==> src/rtl/lz_sched.sv <==
// lz_sched: two-requester round-robin scheduler feeding bursts to a leading-zero engine
// Ports: CLK, rst_n (async active-low); req0_*/req1_* word streams (valid/ready/mode/data);
//        lz_ivalid/lz_mode/lz_data words to the engine, lz_ovalid/lz_zero result from it;
//        rsp_valid/rsp_id/rsp_zero/rsp_err one-cycle result pulse with owner and timeout flag.
module lz_sched #(
   parameter int WIDTH = 8,
   parameter int WORD  = 4,
   parameter int TMO   = 16
) (
   input  logic             CLK,
   input  logic             rst_n,
   input  logic             req0_valid,
   input  logic             req1_valid,
   output logic             req0_ready,
   output logic             req1_ready,
   input  logic             req0_mode,
   input  logic             req1_mode,
   input  logic [WIDTH-1:0] req0_data,
   input  logic [WIDTH-1:0] req1_data,
   output logic             lz_ivalid,
   output logic             lz_mode,
   output logic [WIDTH-1:0] lz_data,
   input  logic             lz_ovalid,
   input  logic [8:0]       lz_zero,
   output logic             rsp_valid,
   output logic             rsp_id,
   output logic [8:0]       rsp_zero,
   output logic             rsp_err
);
   localparam int CW = $clog2(WORD + 1);
   localparam int TW = $clog2(TMO + 1);
   typedef enum logic [2:0] {IDLE, SEND, DRAIN, WAIT, RESP} state_t;
   state_t           state, state_nx;
   logic             gnt, last_g, pick, mode_r, err_r;
   logic             g_valid, g_mode, busy, acc, fin, tmo_done;
   logic [WIDTH-1:0] g_data;
   logic [CW-1:0]    cnt;
   logic [TW-1:0]    tmo;
   logic [8:0]       zero_r;
   always_comb begin
      g_valid    = gnt ? req1_valid : req0_valid;
      g_mode     = gnt ? req1_mode : req0_mode;
      g_data     = gnt ? req1_data : req0_data;
      // last_g resets to 1 so that requester 0 wins the first contested grant
      pick       = (req0_valid && req1_valid) ? !last_g : req1_valid;
      busy       = state == SEND || state == DRAIN;
      acc        = busy && g_valid;
      fin        = acc && cnt == CW'(WORD - 1);
      tmo_done   = tmo == TW'(TMO - 1);
      req0_ready = busy && !gnt;
      req1_ready = busy && gnt;
      lz_ivalid  = state == SEND && g_valid;
      lz_data    = state == SEND ? g_data : '0;
      // the first word carries the mode straight through; later words use the latch
      lz_mode    = (state == SEND && cnt == '0 && g_valid) ? g_mode : ((busy || state == WAIT) && mode_r);
      rsp_valid  = state == RESP;
      rsp_id     = rsp_valid && gnt;
      rsp_zero   = rsp_valid ? zero_r : '0;
      rsp_err    = rsp_valid && err_r;
      state_nx   = state;
      case (state)
         IDLE:    state_nx = (req0_valid || req1_valid) ? SEND : IDLE;
         SEND:    state_nx = lz_ovalid ? (fin ? RESP : DRAIN) : (fin ? WAIT : SEND);
         DRAIN:   state_nx = fin ? RESP : DRAIN;
         WAIT:    state_nx = (lz_ovalid || tmo_done) ? RESP : WAIT;
         default: state_nx = IDLE;
      endcase
   end
   always_ff @(posedge CLK or negedge rst_n) begin
      if (!rst_n) begin
         state  <= IDLE;
         gnt    <= 1'b0;
         last_g <= 1'b1;
         cnt    <= '0;
         tmo    <= '0;
         mode_r <= 1'b0;
         zero_r <= '0;
         err_r  <= 1'b0;
      end else begin
         state <= state_nx;
         case (state)
            IDLE: begin
               cnt    <= '0;
               tmo    <= '0;
               mode_r <= 1'b0;
               if (req0_valid || req1_valid) gnt <= pick;
            end
            SEND: begin
               if (acc) cnt <= cnt + CW'(1);
               if (acc && cnt == '0) mode_r <= g_mode;
               if (lz_ovalid) begin
                  zero_r <= lz_zero;
                  err_r  <= 1'b0;
               end
            end
            DRAIN: if (acc) cnt <= cnt + CW'(1);
            WAIT: begin
               tmo <= tmo + TW'(1);
               if (lz_ovalid) begin
                  zero_r <= lz_zero;
                  err_r  <= 1'b0;
               end else if (tmo_done) begin
                  zero_r <= 9'h1FF;
                  err_r  <= 1'b1;
               end
            end
            default: last_g <= gnt;
         endcase
      end
   end
endmodule
==> config.mk <==
export PLATFORM = sky130hd
export DESIGN_NAME = lz_sched
export DESIGN_NICKNAME = d
export VERILOG_FILES = /design/src/rtl/lz_sched.sv
export SDC_FILE = /design/constraint.sdc
export NUM_CORES = 1
export LEC_CHECK = 0
export CELL_PAD_IN_SITES_DETAIL_PLACEMENT = 2
export CELL_PAD_IN_SITES_GLOBAL_PLACEMENT = 2
export CORE_ASPECT_RATIO = 0.7
export CORE_MARGIN = 8
export CORE_UTILIZATION = 34
export CTS_BUF_LIST = sky130_fd_sc_hd__clkbuf_4 sky130_fd_sc_hd__clkbuf_8
export CTS_CLUSTER_SIZE = 20
export DETAILED_ROUTE_END_ITERATION = 8
export DONT_BUFFER_PORTS = 1
export PLACE_DENSITY_LB_ADDON = 0.1
export SYNTH_ARGS = -nofsm -noshare
export SYNTH_HDL_FRONTEND = slang
export SYNTH_SLANG_ARGS = --single-unit
==> constraint.sdc <==
create_clock -name CLK -period 1.9 [get_ports CLK]
set_input_delay 0.57 -clock CLK [delete_from_list [all_inputs] [get_ports CLK]]
set_output_delay 0.57 -clock CLK [all_outputs]
set_load 0.01 [all_outputs]
==> impl_metrics.ini <==
[setup_path]
crit_path_max_fanout = 2
worstSetupPathType = reg -> out
crit_family = simple AND/OR/NAND/NOR gates
startpoint = state[2]$_DFF_PN0_
slowest_stage = or4_4
r2r_start = state[2]$_DFF_PN0_
worstPathCellList = or3b_4 -> or4_4 -> o31ai_4
end_kind = output port
required_ps = 1330
path_buf_inv = 0
arrival_ps = 1610
critPathLaunchType = register
critPathMaxStageDelay_ps = 440

[logic_synthesis]
synthesis.instances = 155
synth_area_leader_cell = dfrtp_1
synth_flop_cell = dfrtp_1
synth-seq-cells = 24
ys_seq_area_share_pct = 40.8
synth_fp_nets = 193
synthesis.area_um2 = 1480
synth-async-reset-ratio_pct = 100
synth.avg_cell_area_um2 = 9.52
synth_edf_count = 0
yosys.cell_types.count = 40
yosysWarnings = 0
yosysTopAreaCellShare_pct = 39.0
synthTopCellsByArea = dfrtp_1, mux2i_1, o22a_1

[final_layout]
drive_gt1_share_pct = 33.7
final_nets = 211
final_area_um2 = 1900
antennaDiodeCount = 0
fin_cells = 227
syn_to_final_growth_pct = 29.0

[clock_network]
cts_root_buf = clkbuf_8
cts_buffers = 3
clk_latency_ps = 270
clock-sinks = 24
clock_path_buffers = 2
clk_pin_slew_worst_paths_ps = 90
cts_tree = done
htree_num_levels = 1

[power]
seq_power_share_pct = 27.4
intPower_mw = 1.79
pwr-share-clk_pct = 10.7
power.switching_mw = 1.37
fin_total_pwr_mw = 3.16
swShare_pct = 43.4
peakVddDrop_mv = 0.671
comb_power_share_pct = 61.9
leakagePower_nw = 0.825
p_per_area_nw_per_um2 = 1660

[routing]
via_count = 1298
drt_iter0_markers = 31
drtPass1Iterations = 4
wl_per_cell_um = 21.6
detail-route-antenna-nets = 0
routed_via_density = 5.72
wl_um = 4900
remaining_drc_errors = 0

[sta]
worst_slack_ps = -277
max-slew-margin-rel_pct = 67.8
fin_crit_sh_pct = 115
rsz0062_at_grt = true
finalClockSkew_ps = 5.44
holdWs_ps = 99.2
worst_pin_slew_ps = 482
setup_viol = 24
fin_crit_ps = 2180
drv_slew = 0
clock.fmax_mhz = 459
hold_viol = 0

[placed_design]
numPortBuffers = 0
finalWeightedCongestion = 0.765
place_hpwl_um = 3430
postPlaceCellArea_um2 = 1620
dp.cells = 212
pre_cts_ws_ps = -66.0

[grt]
grt_pass1_vias = 1378
grt_pass1_wl_um = 7560
antenna_found_initial = 0
grt_max_degree = 32
grtUsageTotal_pct = 14.4
grt.overflow.total = 0

[status]
status = complete, but fails checks
violations = negative setup slack

[run]
maxCapViolCount = 0

[die]
die_area_um2 = 6740
die_height_um = 71.1
core.rowCount = 20
core_area_um2 = 4250
die_x_um = 94.7
num_io_pins = 56
start_util_pct = 34.7

[hold_path]
hp-class = in -> async
[cell type report]
cell class | instances | area [µm²]
Clock buffer | 4 | 48.8
Fill cell | 452 | 2350
Inverter | 10 | 37.5
Multi-Input combinational cell | 111 | 926
Sequential cell | 24 | 602
Tap cell | 55 | 68.8
Timing Repair Buffer | 23 | 220
[state kept, by name, indices dropped and copies added (netlist names)]
| signal | cells |
|---|---|
| last_g | 1 |
| state | 3 |
| gnt | 1 |
| tmo | 5 |
| cnt | 3 |
| err_r | 1 |
| zero_r | 9 |
| mode_r | 1 |
[final timing paths]
path	end	slack, ps	cells past startpoint
hold reg to reg	err_r$_DFFE_PN0P_	510	1
hold / removal	tmo[0]$_DFFE_PN0P_	100	1
setup reg to reg	state[2]$_DFF_PN0_	-10	7
min in group CLK	zero_r[5]$_DFFE_PN0P_	410	1
setup / recovery	lz_mode	-280	3
max in group asynchronous	state[0]$_DFF_PN0_	1650	1
[kinds of logic (layout without fill, tap and decap cells)]
| logic type | after synthesis | in the layout | synth area share [%] |
|---|---|---|---|
| AOI/OAI and AO/OA | 38 | 38 | 18.8 |
| adders and majority gates | 6 | 6 | 5.09 |
| DFF | 24 | 24 | 40.8 |
| muxes | 14 | 14 | 9.67 |
| and+or+nand+nor | 53 | 53 | 19.8 |
| buffers and inverters | 20 | 37 | 5.77 |
[per-layer routing]
layer  vias up  GRT usage (%)  routed length [µm]
met3         4           4.76                 248
met1       666           17.5                2120
met2        26           24.3                2520
li1        602              -                   -
met4         0           2.59                  19
met5         -              0                   0
[worst reg2reg max path, stage by stage (launching register included)]
cell and delay, ps:
dfrtp_1 400, buf_4 260, o21bai_2 280, nor3_1 170, ha_1 190, nor2_1 50
or3_1 310, a21oi_1 180
[layout by cell type (no fill, tap or decap), types with 3 or more instances in the layout]
cell type,netlist,layout
clkbuf_8,0,3
nand2_1,4,4
ha_1,6,6
inv_1,10,10
a22o_1,3,3
nor2_2,0,4
and3_4,0,11
nor2_1,16,10
buf_4,0,16
buf_6,1,4
a21oi_1,6,5
nor2b_1,3,3
o21ai_0,6,6
mux2i_1,12,12
o22a_1,10,10
dfrtp_1,23,23
[through the flow]
| step | setup TNS [ps] | utilization, % |
|---|---|---|
| 5_1_grt | -3420 | 44.7 |
| 6_report | -2190 | 44.7 |
| 2_1_floorplan | -77.6 | - |
| 3_3_place_gp | -14.4 | 38.0 |
| 4_1_cts | -2870 | 43.6 |
| 3_5_place_dp | -582 | 38.0 |
[cell usage after synthesis, drive strengths merged (3+ instances only)]
master and count:
clkbuf 5, ha 6, nor2 16, a21oi 6
nand2 4, buf 5, o21ai 6, nor2b 3
inv 10, dfrtp 23, mux2i 12, nor3 3
and3 12, a22o 3, o22a 10
[power by group through the flow]
stage,clock (mW),sequential (mW),combinational [mW]
6_report,0.338,0.868,1.96
5_1_grt,0.363,0.890,2.11
4_1_cts,0.348,0.859,1.92
3_5_place_dp,0,0.856,1.59
3_3_place_gp,0,0.844,1.51
2_1_floorplan,0,0.828,1.14
[repair_timing]
item	in CTS	in global routing
hold endpoints to repair	23	0
pin swaps	10	3
setup endpoints to repair	35	30
resized for setup	32	4
hold buffers	1	0
buffers inserted	6	5
cloned	1	0
(Power assumes the default switching activity.)
